<file path="src/rtl/ama_riscv_alu_dec_pkg.sv">
// Shared ALU decode definitions: ALU op codes, RV32I opcodes, operand-select and immediate-type enums.
package ama_riscv_alu_dec_pkg;

  localparam logic [3:0] ALU_ADD    = 4'd0;
  localparam logic [3:0] ALU_SUB    = 4'd1;
  localparam logic [3:0] ALU_SLL    = 4'd2;
  localparam logic [3:0] ALU_SLT    = 4'd3;
  localparam logic [3:0] ALU_SLTU   = 4'd4;
  localparam logic [3:0] ALU_XOR    = 4'd5;
  localparam logic [3:0] ALU_SRL    = 4'd6;
  localparam logic [3:0] ALU_SRA    = 4'd7;
  localparam logic [3:0] ALU_OR     = 4'd8;
  localparam logic [3:0] ALU_AND    = 4'd9;
  localparam logic [3:0] ALU_PASS_B = 4'd10;

  localparam logic [6:0] OPC_OP     = 7'b0110011;
  localparam logic [6:0] OPC_OP_IMM = 7'b0010011;
  localparam logic [6:0] OPC_LUI    = 7'b0110111;
  localparam logic [6:0] OPC_AUIPC  = 7'b0010111;
  localparam logic [6:0] OPC_JAL    = 7'b1101111;
  localparam logic [6:0] OPC_JALR   = 7'b1100111;
  localparam logic [6:0] OPC_LOAD   = 7'b0000011;
  localparam logic [6:0] OPC_STORE  = 7'b0100011;
  localparam logic [6:0] OPC_BRANCH = 7'b1100011;

  typedef enum logic {A_RS1 = 1'b0, A_PC  = 1'b1} a_sel_e;
  typedef enum logic {B_RS2 = 1'b0, B_IMM = 1'b1} b_sel_e;
  typedef enum logic [2:0] {IMM_NONE, IMM_I, IMM_S, IMM_B, IMM_U, IMM_J} imm_type_e;

  typedef struct packed {
    logic [3:0] op_sel;
    a_sel_e     a_sel;
    b_sel_e     b_sel;
    imm_type_e  imm_type;
    logic       illegal;
  } dec_t;

  localparam dec_t DEC_ILLEGAL = '{op_sel: ALU_ADD, a_sel: A_RS1, b_sel: B_RS2,
                                   imm_type: IMM_NONE, illegal: 1'b1};

  function automatic dec_t mk_dec(input logic [3:0] op, input a_sel_e a, input b_sel_e b,
                                  input imm_type_e t);
    mk_dec = '{op_sel: op, a_sel: a, b_sel: b, imm_type: t, illegal: 1'b0};
  endfunction

  // alt selects SUB/SRA on the f3 codes that have an alternate form
  function automatic logic [3:0] f3_to_alu(input logic [2:0] f3, input logic alt);
    case (f3)
      3'b000:  f3_to_alu = alt ? ALU_SUB : ALU_ADD;
      3'b001:  f3_to_alu = ALU_SLL;
      3'b010:  f3_to_alu = ALU_SLT;
      3'b011:  f3_to_alu = ALU_SLTU;
      3'b100:  f3_to_alu = ALU_XOR;
      3'b101:  f3_to_alu = alt ? ALU_SRA : ALU_SRL;
      3'b110:  f3_to_alu = ALU_OR;
      default: f3_to_alu = ALU_AND;
    endcase
  endfunction

endpackage

</file>
<file path="src/rtl/ama_riscv_imm_gen.sv">
// Combinational RV32I immediate generator; all formats sign-extend from instr[31].
module ama_riscv_imm_gen
  import ama_riscv_alu_dec_pkg::*;
#(
  parameter int IMM_W = 32
) (
  input  logic [31:7]      instr,
  input  imm_type_e        imm_type,
  output logic [IMM_W-1:0] imm
);

  logic [31:0] w_imm32;

  always_comb begin
    w_imm32 = 32'h0;
    case (imm_type)
      IMM_I:   w_imm32 = {{20{instr[31]}}, instr[31:20]};
      IMM_S:   w_imm32 = {{20{instr[31]}}, instr[31:25], instr[11:7]};
      IMM_B:   w_imm32 = {{19{instr[31]}}, instr[31], instr[7], instr[30:25], instr[11:8], 1'b0};
      IMM_U:   w_imm32 = {instr[31:12], 12'h0};
      IMM_J:   w_imm32 = {{11{instr[31]}}, instr[31], instr[19:12], instr[20], instr[30:21], 1'b0};
      default: w_imm32 = 32'h0;
    endcase
  end

  assign imm = IMM_W'($signed(w_imm32));

endmodule

</file>
<file path="src/rtl/ama_riscv_alu_dec.sv">
// ID->EX decode stage: RV32I instruction to ALU op/operand selects/immediate, held in a
// single valid/ready register slot with flush.
module ama_riscv_alu_dec
  import ama_riscv_alu_dec_pkg::*;
#(
  parameter int PC_W  = 32,
  parameter int IMM_W = 32
) (
  input  logic             clk,
  input  logic             rst,
  input  logic             in_valid,
  output logic             in_ready,
  input  logic [31:0]      instr_in,
  input  logic [PC_W-1:0]  pc_in,
  input  logic             flush,
  output logic             out_valid,
  input  logic             out_ready,
  output logic [3:0]       op_sel,
  output logic             a_sel,
  output logic             b_sel,
  output logic [IMM_W-1:0] imm,
  output logic [PC_W-1:0]  pc_out,
  output logic             illegal
);

  logic [6:0]       w_opc;
  logic [2:0]       w_f3;
  logic [6:0]       w_f7;
  dec_t             w_dec;
  logic [IMM_W-1:0] w_imm;
  logic             w_load;

  logic             r_out_valid;
  logic [3:0]       r_op_sel;
  logic             r_a_sel;
  logic             r_b_sel;
  logic [IMM_W-1:0] r_imm;
  logic [PC_W-1:0]  r_pc;
  logic             r_illegal;

  assign w_opc = instr_in[6:0];
  assign w_f3  = instr_in[14:12];
  assign w_f7  = instr_in[31:25];

  always_comb begin
    w_dec = DEC_ILLEGAL;
    if (instr_in[1:0] == 2'b11) begin
      case (w_opc)
        OPC_OP:
          if (w_f7 == 7'h00 || (w_f7 == 7'h20 && (w_f3 == 3'b000 || w_f3 == 3'b101)))
            w_dec = mk_dec(f3_to_alu(w_f3, w_f7[5]), A_RS1, B_RS2, IMM_NONE);
        OPC_OP_IMM:
          // no SUBI; f7 only qualifies the shift encodings
          if ((w_f3 != 3'b001 && w_f3 != 3'b101) ||
              (w_f3 == 3'b001 && w_f7 == 7'h00) ||
              (w_f3 == 3'b101 && (w_f7 == 7'h00 || w_f7 == 7'h20)))
            w_dec = mk_dec(f3_to_alu(w_f3, (w_f3 == 3'b101) && w_f7[5]), A_RS1, B_IMM, IMM_I);
        OPC_LUI:    w_dec = mk_dec(ALU_PASS_B, A_RS1, B_IMM, IMM_U);
        OPC_AUIPC:  w_dec = mk_dec(ALU_ADD, A_PC, B_IMM, IMM_U);
        OPC_JAL:    w_dec = mk_dec(ALU_ADD, A_PC, B_IMM, IMM_J);
        OPC_JALR:
          if (w_f3 == 3'b000) w_dec = mk_dec(ALU_ADD, A_RS1, B_IMM, IMM_I);
        OPC_LOAD:   w_dec = mk_dec(ALU_ADD, A_RS1, B_IMM, IMM_I);
        OPC_STORE:  w_dec = mk_dec(ALU_ADD, A_RS1, B_IMM, IMM_S);
        OPC_BRANCH:
          if (w_f3 != 3'b010 && w_f3 != 3'b011) w_dec = mk_dec(ALU_ADD, A_PC, B_IMM, IMM_B);
        default:    w_dec = DEC_ILLEGAL;
      endcase
    end
  end

  ama_riscv_imm_gen #(.IMM_W(IMM_W)) u_imm_gen (
    .instr    (instr_in[31:7]),
    .imm_type (w_dec.imm_type),
    .imm      (w_imm)
  );

  assign in_ready = !r_out_valid || out_ready;
  assign w_load   = in_valid && in_ready && !flush;

  always_ff @(posedge clk or posedge rst) begin
    if (rst) begin
      r_out_valid <= 1'b0;
      r_op_sel    <= ALU_ADD;
      r_a_sel     <= 1'b0;
      r_b_sel     <= 1'b0;
      r_imm       <= '0;
      r_pc        <= '0;
      r_illegal   <= 1'b0;
    end else begin
      if (flush)         r_out_valid <= 1'b0;
      else if (in_ready) r_out_valid <= in_valid;
      // data regs only move on a real load; flush leaves them stale
      if (w_load) begin
        r_op_sel  <= w_dec.op_sel;
        r_a_sel   <= w_dec.a_sel;
        r_b_sel   <= w_dec.b_sel;
        r_imm     <= w_imm;
        r_pc      <= pc_in;
        r_illegal <= w_dec.illegal;
      end
    end
  end

  assign out_valid = r_out_valid;
  assign op_sel    = r_op_sel;
  assign a_sel     = r_a_sel;
  assign b_sel     = r_b_sel;
  assign imm       = r_imm;
  assign pc_out    = r_pc;
  assign illegal   = r_illegal;

endmodule

</file>
<file path="config.mk">
export PLATFORM = sky130hd
export DESIGN_NAME = ama_riscv_alu_dec
export DESIGN_NICKNAME = d
export VERILOG_FILES = /design/src/rtl/ama_riscv_alu_dec_pkg.sv /design/src/rtl/ama_riscv_imm_gen.sv /design/src/rtl/ama_riscv_alu_dec.sv
export SDC_FILE = /design/constraint.sdc
export NUM_CORES = 1
export LEC_CHECK = 0
export BUFFER_PORTS_ARGS = -buffer_cell sky130_fd_sc_hd__buf_4
export CAP_MARGIN = 30
export CELL_PAD_IN_SITES_DETAIL_PLACEMENT = 1
export CELL_PAD_IN_SITES_GLOBAL_PLACEMENT = 1
export CORE_MARGIN = 5
export CORE_UTILIZATION = 30
export CTS_CLUSTER_DIAMETER = 200
export DETAILED_ROUTE_END_ITERATION = 10
export PLACE_DENSITY_LB_ADDON = 0.1
export RECOVER_POWER = 100
export SLEW_MARGIN = 20
export SYNTH_ARGS = -nofsm -noshare
export SYNTH_HDL_FRONTEND = slang
export SYNTH_HIERARCHICAL = 1
export SYNTH_SLANG_ARGS = --single-unit
export TNS_END_PERCENT = 10
</file>
<file path="constraint.sdc">
create_clock -name clk -period 2.02 [get_ports clk]
set_clock_uncertainty 0.2 [all_clocks]
set_input_delay 0.202 -clock clk [delete_from_list [all_inputs] [get_ports clk]]
set_output_delay 0.202 -clock clk [all_outputs]
set_load 0.03 [all_outputs]
</file>
==> flow_summary_export.csv <==
group,metric,value,unit
global_route,grtUsageTotal,18.5,%
finish,fin_area,0.00556,sq mm
yosys,synthTopCellsByArea,"dfrtp_1, nand2_1, o21ai_0",
clock_network,root_buffer,"clkbuf_16",
global_route,grtUsageMet1,21.7,%
hold_path,holdCritStartpoint,"instr_in[9]",
yosys,synth-simple-area-share,33.7,%
sta,finalSetupViolCount,0,
die,rows,39,
worst_setup_path,cp_cell_sequence,"buf_4 -> or4_4 -> o311ai_2 -> a31oi_2 -> nand2_2 -> nor2_1 -> nor3b_2 -> buf_4 -> a21o_1 -> nand2_1 -> nand2_1",
clock_network,clock_latency,0.34,ns
worst_setup_path,ff2ff_setup_slack,0.09,ns
clock_network,tritoncts,"done",
die,boundaryPins,142,
worst_setup_path,reg2reg_to,"op_sel[3]",
finish,nNetsFinal,716,
placed_design,io_buffers,141,
yosys,synthesis.instances,425,
sta,rsz0062_at_grt,"true",
yosys,synth_edf_count,0,
global_route,grt-busiest-layer,"met2",
drt,dr.first_iter.drc_count,125,
yosys,yosysTopAreaCell,"dfrtp_1",
drt,vias,3661,
worst_setup_path,startpoint_type,"primary input",
yosys,yosys_warnings,6,
placed_design,dpl_cell_area,0.00502,sq mm
placed_design,globalplace.congestion,0.922,
clock_network,clk_pin_slew,0.06,ns
worst_setup_path,end_kind,"flip-flop",
sta,finalMaxSlewViolations,0,
worst_setup_path,slowest_delay,0.55,ns
hold_path,hold-path-cell-count,4,
placed_design,pre_cts_ws,-0.432,ns
worst_setup_path,crit_buf_inv,2,
hold_path,min_path_type,"primary input to flip-flop",
global_route,met3_usage,6.34,%
worst_setup_path,worstPathMaxFanout,8,
power,ir_drop,0.451,mV
die,start_util,30.7,%
sta,hold_viol,0,
drt,firstDrtPassIters,4,
hold_path,min_to,"imm[2]",
worst_setup_path,r2r_cells,5,
global_route,grt_max_degree,47,
yosys,syn-num-nets,494,
yosys,syn_area,0.00350,sq mm
yosys,synth_compound_area_share,10.4,%
finish,synthToLayoutAreaGrowth,58.8,%
die,die_w,118,um
clock_network,cts_made_buffers,9,
placed_design,post-dp-hpwl,9080,um
finish,layout.cells.non_filler,795,
sta,clock.fmax,0.509,GHz
clock_network,htreeDepth,3,
worst_setup_path,r2r_start,"out_valid",
finish,drive_above_1_share,24.1,%
yosys,ys.flop_type,"dfrtp_1",
sta,max_slew_margin,20.8,%
yosys,ys_seq_area_share,51.4,%
status,status,"complete, no violations",
worst_setup_path,critPathArrivalTime,2.04,ns
yosys,synth_top_area_share,51.4,%
die,die_h,118,um
run,cap_violations,0,
sta,fin_tns_setup,0,ns
global_route,grt_pass1_wl,20800,um
drt,via_per_inst,4.61,
sta,setup_ws,0.0538,ns
drt,wire_per_inst,16.0,um
yosys,syn_avg_cell_area,8.25,sq um
drt,ant_nets,0,
sta,period_share,97.3,%
global_route,grt_overflow,0,
power,p_per_area,789,mW/mm^2
worst_setup_path,worst_path_max_delay_cell,"or4_4",
yosys,ys_ff_latch,72,
sta,tightest_slew,1.19,ns
die,core_area,0.0114,sq mm
worst_setup_path,required,2.10,ns
finish,diodes,0,
sta,finalCriticalPeriod,1.97,ns
global_route,antenna_found_initial,0,
yosys,synth-xor-area-share,0.250,%
yosys,synth_top_family_by_area,"simple AND/OR/NAND/NOR gates",
yosys,synth_fa_ha_area_share,0,%
global_route,use_met2,30.9,%
power,p_leak,2.83,nW
clock_network,numClockSinks,72,
global_route,first_global_vias,3979,
placed_design,dp_cells,733,
die,die_area,0.0139,sq mm
finish,postLayoutCoreUtil,48.7,%
clock_network,clk_path_buf_depth,2,
yosys,ys_async_sr_fraction,100,%
yosys,synth_mux_area_share,0.321,%
drt,routed_wl,12700,um
worst_setup_path,crit_type,"primary input to flip-flop",
worst_setup_path,cpLargestDelayFamily,"simple AND/OR/NAND/NOR gates",
finish,fillers,1402,
drt,drcViolationCount,0,
yosys,synth_cell_types,52,
==> logic make-up after synthesis <==
| logic type | after synthesis |
|---|---|
| flip-flops | 72 |
| AND/OR/NAND/NOR | 269 |
| multiplexers | 1 |
| AO/OA/AOI/OAI | 53 |
| buffers and inverters | 29 |
| XOR/XNOR | 1 |
==> routing by layer <==
| layer | share of wire (%) | vias to the layer above |
|---|---|---|
| li1 | - | 1806 |
| met1 | 42 | 1749 |
| met2 | 49 | 90 |
| met3 | 6.7 | 16 |
| met4 | 1.9 | 0 |
| met5 | 0 | - |
==> power breakdown <==
group,internal (mW),total (mW),switching [mW]
registers,1.56,1.63,0.0666
clock network,1.24,1.87,0.630
logic,0.321,0.891,0.569
==> worst max path at each step <==
stage | start | to | depth (start not counted)
6_report | instr_in[26] | imm[15] | 11
5_1_grt | instr_in[26] | imm[16] | 11
4_1_cts | instr_in[26] | imm[15] | 11
3_5_place_dp | instr_in[26] | imm[24] | 10
3_3_place_gp | instr_in[26] | imm[30] | 10
2_1_floorplan | instr_in[26] | imm[13] | 10
==> worst min-delay path, delay by kind of cell <==
kind	cells	cell delay, ns
AO/OA/AOI/OAI	1	0.13
AND/OR/NAND/NOR	2	0.10
buffers and inverters	1	0.08
==> registers in the layout, summed over array words and instances, names as in the netlist <==
register	count
b_sel	1
op_sel	4
a_sel	1
imm	32
pc_out	32
illegal	1
out_valid	1
==> final cells by class <==
type	instances	area [sq um]	share of cell area (%)
inverter	5	22.5	0.405
multi-input combinational	324	1600	28.8
clock buffer	11	243	4.36
sequential	72	1800	32.4
tap	143	179	3.22
clock inverter	5	104	1.87
timing repair buffer	235	1610	28.9
==> stage by stage <==
step	hold slack (ns)	total power, mW
after floorplan	0.0684	2.12
after global placement	0.115	2.56
after detailed placement	0.124	2.58
after CTS	0.00140	4.56
after global routing	0.00923	4.59
final	0.0124	4.39
==> cells in the mapped netlist (2+ instances only) <==
master / n
or3_1: 2
and2_1: 7
nor4_1: 2
nand2b_1: 2
a21o_1: 8
nand2_1: 218
o21ai_1: 5
nor3b_1: 2
a31oi_1: 2
or2_1: 2
inv_1: 5
nor2_1: 9
o311ai_1: 2
o21ai_0: 15
o31ai_1: 3
nor2b_1: 3
a22o_1: 3
buf_4: 4
nand3b_1: 2
buf_2: 5
nand2_2: 2
clkbuf_1: 14
a21oi_1: 4
and2b_2: 2
dfrtp_1: 72
nor3_1: 4
==> placed cells by master (no fill, tap or decap), types with 2 or more instances in the layout <==
cell | synthesis | routed
clkbuf_2 | 0 | 4
nand2b_1 | 2 | 2
nor2_1 | 9 | 9
nand2_2 | 2 | 2
inv_1 | 5 | 4
o21ai_1 | 5 | 8
nor3_1 | 4 | 3
and2b_2 | 2 | 2
or3_1 | 2 | 2
a21oi_1 | 4 | 4
nor2b_1 | 3 | 2
nand3b_1 | 2 | 2
a22o_1 | 3 | 3
o311ai_2 | 1 | 2
o31ai_1 | 3 | 3
buf_6 | 1 | 2
clkbuf_16 | 0 | 9
a21o_1 | 8 | 8
nor3b_1 | 2 | 2
or2_1 | 2 | 2
and2_1 | 7 | 7
clkbuf_1 | 14 | 74
o21ai_0 | 15 | 11
nor2b_4 | 1 | 2
dfrtp_1 | 72 | 72
nand2_1 | 218 | 218
bufinv_16 | 0 | 3
buf_4 | 4 | 108
dlygate4sd3_1 | 0 | 45
==> what timing repair did <==
action / 4_1_cts / 5_1_grt
endpoints found under the hold margin: 113 / 0
gates resized for setup: 3 / 6
pin swaps: 1 / 3
endpoints found under the setup margin: 16 / 56
hold buffers: 45 / 0
setup buffers: 0 / 1
Note: power is estimated with default switching activity, not from simulation.
